## src/rtl/processor_pkg.sv

```systemverilog
// Shared types for the fetch/data memory arbiter: access FSM states, port
// ownership encoding and the two-way round-robin pick.
package processor_pkg;

  typedef enum logic {
    IDLE   = 1'b0,
    ACCESS = 1'b1
  } state_t;

  typedef enum logic {
    OWN_IF = 1'b0,
    OWN_DM = 1'b1
  } owner_t;

  // On a tie the port that did not win last time gets the memory.
  function automatic owner_t rr_pick(input logic req_if, input logic req_dm,
                                     input owner_t last);
    owner_t pick;
    if (req_if && req_dm) begin
      pick = (last == OWN_IF) ? OWN_DM : OWN_IF;
    end else if (req_dm) begin
      pick = OWN_DM;
    end else begin
      pick = OWN_IF;
    end
    return pick;
  endfunction

endpackage

```

## src/rtl/rr_arbiter_2.sv

```systemverilog
// Two-requester round-robin arbiter; remembers the last winner so that
// simultaneous requests alternate between fetch and data ports.
module rr_arbiter_2
  import processor_pkg::*;
(
  input  logic   clk,
  input  logic   reset_n,
  input  logic   req_if,
  input  logic   req_dm,
  output logic   win,
  output owner_t win_owner
);

  owner_t last_q, last_d;

  always_comb begin
    win       = req_if | req_dm;
    win_owner = rr_pick(req_if, req_dm, last_q);
    last_d    = win ? win_owner : last_q;
  end

  // Resetting to the data port lets fetch win the first tie.
  always_ff @(posedge clk or negedge reset_n) begin
    if (!reset_n) begin
      last_q <= OWN_DM;
    end else begin
      last_q <= last_d;
    end
  end

endmodule

```

## src/rtl/mem_arbiter.sv

```systemverilog
// Single-port memory arbiter between instruction fetch and data ports.
// Each access is one ACCESS cycle; read data returns the following cycle.
module mem_arbiter
  import processor_pkg::*;
#(
  parameter int ADDR_W = 8,
  parameter int DATA_W = 32
) (
  input  logic              clk,
  input  logic              reset_n,
  input  logic              if_req,
  input  logic [ADDR_W-1:0] if_addr,
  output logic              if_gnt,
  output logic              if_rvalid,
  output logic [DATA_W-1:0] if_rdata,
  input  logic              dm_req,
  input  logic              dm_we,
  input  logic [ADDR_W-1:0] dm_addr,
  input  logic [DATA_W-1:0] dm_wdata,
  output logic              dm_gnt,
  output logic              dm_rvalid,
  output logic [DATA_W-1:0] dm_rdata,
  output logic [ADDR_W-1:0] mem_addr,
  output logic [DATA_W-1:0] mem_wdata,
  output logic              mem_write,
  input  logic [DATA_W-1:0] mem_rdata,
  output logic              busy
);

  state_t            state_q, state_d;
  owner_t            owner_q, owner_d;
  logic [ADDR_W-1:0] addr_q, addr_d;
  logic              we_q, we_d;
  logic [DATA_W-1:0] wdata_q, wdata_d;
  logic              if_rvalid_q, if_rvalid_d;
  logic              dm_rvalid_q, dm_rvalid_d;
  logic [DATA_W-1:0] if_rdata_q, if_rdata_d;
  logic [DATA_W-1:0] dm_rdata_q, dm_rdata_d;

  logic   in_access;
  logic   elig_if, elig_dm;
  logic   win;
  owner_t win_owner;

  always_comb begin
    in_access = (state_q == ACCESS);
    if_gnt    = in_access && (owner_q == OWN_IF);
    dm_gnt    = in_access && (owner_q == OWN_DM);
    busy      = in_access;
    mem_addr  = in_access ? addr_q  : '0;
    mem_wdata = in_access ? wdata_q : '0;
    mem_write = in_access && we_q;
    if_rvalid = if_rvalid_q;
    dm_rvalid = dm_rvalid_q;
    if_rdata  = if_rdata_q;
    dm_rdata  = dm_rdata_q;
    // A port being served this cycle may not compete for the next one.
    elig_if   = if_req & ~if_gnt;
    elig_dm   = dm_req & ~dm_gnt;
  end

  rr_arbiter_2 u_rr (
    .clk       (clk),
    .reset_n   (reset_n),
    .req_if    (elig_if),
    .req_dm    (elig_dm),
    .win       (win),
    .win_owner (win_owner)
  );

  always_comb begin
    state_d     = win ? ACCESS : IDLE;
    owner_d     = owner_q;
    addr_d      = addr_q;
    we_d        = we_q;
    wdata_d     = wdata_q;
    if_rvalid_d = 1'b0;
    dm_rvalid_d = 1'b0;
    if_rdata_d  = if_rdata_q;
    dm_rdata_d  = dm_rdata_q;

    if (win) begin
      owner_d = win_owner;
      if (win_owner == OWN_IF) begin
        addr_d  = if_addr;
        we_d    = 1'b0;
        wdata_d = '0;
      end else begin
        addr_d  = dm_addr;
        we_d    = dm_we;
        wdata_d = dm_wdata;
      end
    end

    if (in_access) begin
      if (owner_q == OWN_IF) begin
        if_rvalid_d = 1'b1;
        if_rdata_d  = mem_rdata;
      end else begin
        dm_rvalid_d = 1'b1;
        dm_rdata_d  = we_q ? '0 : mem_rdata;
      end
    end
  end

  always_ff @(posedge clk or negedge reset_n) begin
    if (!reset_n) begin
      state_q     <= IDLE;
      owner_q     <= OWN_IF;
      addr_q      <= '0;
      we_q        <= 1'b0;
      wdata_q     <= '0;
      if_rvalid_q <= 1'b0;
      dm_rvalid_q <= 1'b0;
      if_rdata_q  <= '0;
      dm_rdata_q  <= '0;
    end else begin
      state_q     <= state_d;
      owner_q     <= owner_d;
      addr_q      <= addr_d;
      we_q        <= we_d;
      wdata_q     <= wdata_d;
      if_rvalid_q <= if_rvalid_d;
      dm_rvalid_q <= dm_rvalid_d;
      if_rdata_q  <= if_rdata_d;
      dm_rdata_q  <= dm_rdata_d;
    end
  end

endmodule

```

## config.mk

```make
export PLATFORM = sky130hd
export DESIGN_NAME = mem_arbiter
export DESIGN_NICKNAME = d
export VERILOG_FILES = /design/src/rtl/processor_pkg.sv /design/src/rtl/rr_arbiter_2.sv /design/src/rtl/mem_arbiter.sv
export SDC_FILE = /design/constraint.sdc
export NUM_CORES = 1
export LEC_CHECK = 0
export ABC_AREA = 1
export CAP_MARGIN = 20
export CORE_MARGIN = 3
export CORE_UTILIZATION = 46
export DETAILED_ROUTE_END_ITERATION = 7
export GPL_ROUTABILITY_DRIVEN = 1
export PLACE_DENSITY_LB_ADDON = 0.15
export SYNTH_ARGS = -nofsm -noshare
export SYNTH_HDL_FRONTEND = slang
export SYNTH_SLANG_ARGS = --single-unit
export TNS_END_PERCENT = 5
```

## constraint.sdc

```tcl
create_clock -name clk -period 3.88 [get_ports clk]
set_clock_uncertainty 0.2 [all_clocks]
set_input_delay 0.97 -clock clk [delete_from_list [all_inputs] [get_ports clk]]
set_output_delay 0.97 -clock clk [all_outputs]
set_load 0.02 [all_outputs]
```

# Yosys cells after proc, flatten, opt, wreduce, memory -nomap -nowiden
# Index checks and enable logic that the tools add are counted.
dict set report totals {
  ff_bits 110
  latch_bits 0
  mem_bits_rw 0
  rom_bits 0
  in_bits 85
  out_inout_bits 110
  word_cells 36
  n_memories 0
}
dict set report classes {
  add_sub_neg 0
  multipliers 0
  div 0
  order_cmp 0
  eq_ne 0
  n_shift 0
  mux 14
  bitwise 6
  reduce_logical 6
}
# cell count
set op_table {}
lappend op_table {{2-to-1 mux 32 bit} 3}
lappend op_table {{2-to-1 mux 8 bit} 2}
lappend op_table {{2-to-1 mux 1 bit} 9}
lappend op_table {{logical AND 1 bit} 4}
lappend op_table {{AND reduction 2 bit} 2}
lappend op_table {{inverter 1 bit} 3}
lappend op_table {{AND 1 bit} 2}
lappend op_table {{bitwise OR 1 bit} 1}

# Depth between registers and ports, before layout
dict set report logic_depth {
  ltp_word 7
  ltp_mapped 10
  ltp_nobuf 7
}

# Cells and area by module
# Synthesis repeated with hierarchy kept, for this count alone.
dict set report unflattened {
  cells_unflattened 594
  area_unflattened_um2 4737.0
}
# module n_inst cells_per_inst area_each_um2 seq_area_each_um2
set modules_own_cells {}
lappend modules_own_cells {mem_arbiter 1 586 4682.0 2727.6}
lappend modules_own_cells {rr_arbiter_2 1 8 55.1 26.3}

# Least setup slack after synthesis
# OpenSTA, ideal clock, no wires.
dict set report synth_path {
  path_type {flip-flop to output port}
  start {register state_q, in the netlist busy}
  end {output port dm_gnt}
  arrival_time_ns 1.155
  required_ns 2.710
  path_slack_ns 1.555
  path_stages_with_launch 6
  path_buffers 3
  path_cell_list {dfrtp_1 > buf_4 > nand2_2 > buf_2 > buf_2 > inv_1}
}
dict set report synth_via {
  elab_chain_cells 1
}
# element line_no
set synth_lines {}
lappend synth_lines {{start: declaration} mem_arbiter.sv:30} ;# state_t state_q, state_d;
lappend synth_lines {{start signal: assignment} mem_arbiter.sv:118} ;# state_q <= state_d;
lappend synth_lines {{logical AND 1 bit} mem_arbiter.sv:48} ;# dm_gnt = in_access && (owner_q == OWN_DM);
lappend synth_lines {{end: declaration} mem_arbiter.sv:20} ;# output logic dm_gnt,
# Every way passes these cells.

# Final worst setup path
# Same ends and word-level chain as after synthesis.

==> results by group <==
Clocking
  • Clk sinks: 110
  • CTS Hold Bufs: 0
  • Clk_lat worst skew: 0.35 ns
  • Cts repair resizes: 0
  • H-tree Lvls: 3
  • CTS tree: built
  • CTS Root Cell: clkbuf_8
  • Num CTS Buffers: 9
  • Postcts setup bufs: 0
  • Clock buffer depth: 2
  • Clk slew on worst S/H paths: 0.11 ns

STA
  • Fin crit period: 3.13 ns
  • Period utilization: 80.7%
  • Fmax: 0.319 GHz
  • RSZ-0062 raised after global routing: no
  • TNS Setup: 0 ns
  • Finish-stage setup viols: 0
  • Final max-slew violation count: 0
  • Hold_ws: 0.293 ns
  • Worst Tran Pin Value: 0.645 ns
  • Final Hold Vio Count: 0
  • Relative slew slack: 56.9%
  • Setup ws final: 0.749 ns

Synth
  • Top cells by area, synth: dfrtp_1 (59%), nand2_1 (26%), inv_1 (4.2%), o21ai_0 (3.8%), nand3_1 (1.7%)
  • Area leader, netlist: dfrtp_1
  • Synthesized Nets: 655
  • Mapped Cells: 570
  • Commonest cells post-synth: nand2_1 (318), dfrtp_1 (109), inv_1 (52)
  • Mapped cell area: 4620 um^2
  • Most frequent cell after synthesis: nand2_1
  • Synth top area share: 59.0%
  • Synth Flop Type: dfrtp_1
  • Ys Warns: 0
  • Syn Area/Cell: 8.11 um^2
  • Netlist cell types: 15
  • Post-synthesis sequential area ratio: 59.6%
  • Asr flop ratio synth: 100%
  • Number of synthesized flops with an enable pin: 0
  • Number of synthesized register bits: 110

Cells and area
  • Final Net Count: 836
  • Area Overhead vs Synth: 48.2%
  • Share of layout cells above drive strength 1: 4.37%
  • Non-Filler Cell Area, Final: 6850 um^2
  • N_diodes: 0

Setup path
  • Buf+Inv Stages, Crit Path: 3
  • Worst R2R Setup Slack: 1.17 ns
  • Critical Path End Type: output port
  • Beginning of the critical path: busy
  • CP max-delay cell: clkdlybuf4s50_1
  • Setup crit end: dm_gnt
  • Worst path max stage delay: 0.60 ns
  • Crit-path max FO: 43
  • Reg2Reg Depth: 9
  • Startpoint Class: register
  • CP Depth: 4
  • Reg2reg start: busy
  • Top delay family on crit path: buffers and inverters
  • Worst-path cell chain: buf_4 -> nand2_2 -> inv_1 -> clkdlybuf4s50_1
  • Critical path class: register to output port
  • CP arrival: 1.96 ns
  • Worst Path Required: 2.71 ns
  • FF-to-FF End: wdata_q[31]

Route
  • DR WL/cell: 14.2 um
  • Router iterations before antenna repair: 5
  • DRC errors left: 0
  • Drt total wl: 12600 um
  • Remaining antenna violation count: 0
  • Initial DRC Count: 171
  • Via density: 4.78
  • Via count: 4230

Global route
  • Gr ovfl total: 0
  • Largest net degree at the start of global routing: 66
  • Vias in the first global route: 4201
  • GRT Util Overall: 22.5%
  • First-pass GRT wire length: 20400 um
  • Initial antenna violation count: 0

Placed design
  • Post-DP HPWL: 9050 um
  • I/O Buffers: 194
  • Placer Congestion: 0.855
  • Cell Area, Placed: 6620 um^2
  • Setup slack at placement: 1.11 ns

Die
  • Die Y: 106 um
  • Die width: 106 um
  • Initial core utilization: 48.6%
  • Row count: 35
  • IO Pins: 195
  • Die ar.: 11300 um^2
  • Core ar.: 9500 um^2

Min path
  • HP Class: register to register

Power
  • Tot Pwr: 5450 uW
  • Worst VDD drop: 425 uV
  • LEAKAGE: 0.00362 uW
  • PwrDens: 795 nW/um^2

Outcome
  • Status: finished, final reports clean

Job
  • Number of max-cap violations: 0
## report_power, final
part	internal [uW]	switching [uW]
combinational	1200	1600
sequential	1650	296
clock	320	383
total	3170	2280
## worst min path at each step
stage,start,end,depth (start not counted)
2_1_floorplan,wdata_q[0],wdata_q[0],2
3_3_place_gp,if_rdata[5],if_rdata[5],2
5_1_grt,wdata_q[13],wdata_q[13],2
6_report,if_rdata[6],if_rdata[6],2
3_5_place_dp,if_rdata[19],if_rdata[19],2
4_1_cts,wdata_q[26],wdata_q[26],2
## sequential cells by signal, indices dropped and copies added, names as in the netlist
signal	flops
if_rdata	32
busy	1
wdata_q	32
we_q	1
dm_rdata	32
addr_q	8
u_rr.last_q	1
dm_rvalid	1
owner_q	1
if_rvalid	1
## stage by stage
step	instances	utilization, %
after floorplan	570	-
after global placement	868	69.6
after detailed placement	868	69.6
after CTS	884	71.8
after global routing	885	72.1
final	885	72.1
## layer usage
layer	part of all wire, %	wire length [um]	track usage [%]	vias up
met5	0	0	0	-
met4	2.5	316	9.07	0
met3	7.8	985	6.07	25
met2	49	6190	37.1	158
met1	40	5070	28.3	1996
li1	-	-	-	2051
## kinds of logic after synthesis
| group | Yosys count | synth area share [%] |
|---|---|---|
| AO/OA/AOI/OAI | 35 | 3.79 |
| buffers and inverters | 85 | 7.77 |
| flip-flops | 110 | 59.6 |
| AND/OR/NAND/NOR | 340 | 28.8 |
## tightest hold or removal path, stage by stage (launching register included)
cell     delay [ns]
dfrtp_1        0.36
nand2_1        0.05
nand2_1        0.05
## cell usage in the layout (no fill, tap or decap), drive strengths merged
| cell type | netlist | routed |
|---|---|---|
| clkinv | 0 | 1 |
| buf | 17 | 6 |
| nand3 | 17 | 17 |
| clkbuf | 12 | 10 |
| inv | 56 | 58 |
| bufinv | 0 | 1 |
| nand2 | 323 | 323 |
| clkdlybuf4s50 | 0 | 193 |
| dfrtp | 109 | 109 |
| clkinvlp | 0 | 2 |
| o21ai | 35 | 35 |
| dfstp | 1 | 1 |
## area by class of cell
cell class	count	area, um^2
sequential	110	2750
inverter	56	210
clock buffer	10	138
multi-input combinational	375	1510
timing repair buffer	199	2010
clock inverter	6	67.6
tap	129	161
fill	752	2660
(Power assumes the default switching activity.)
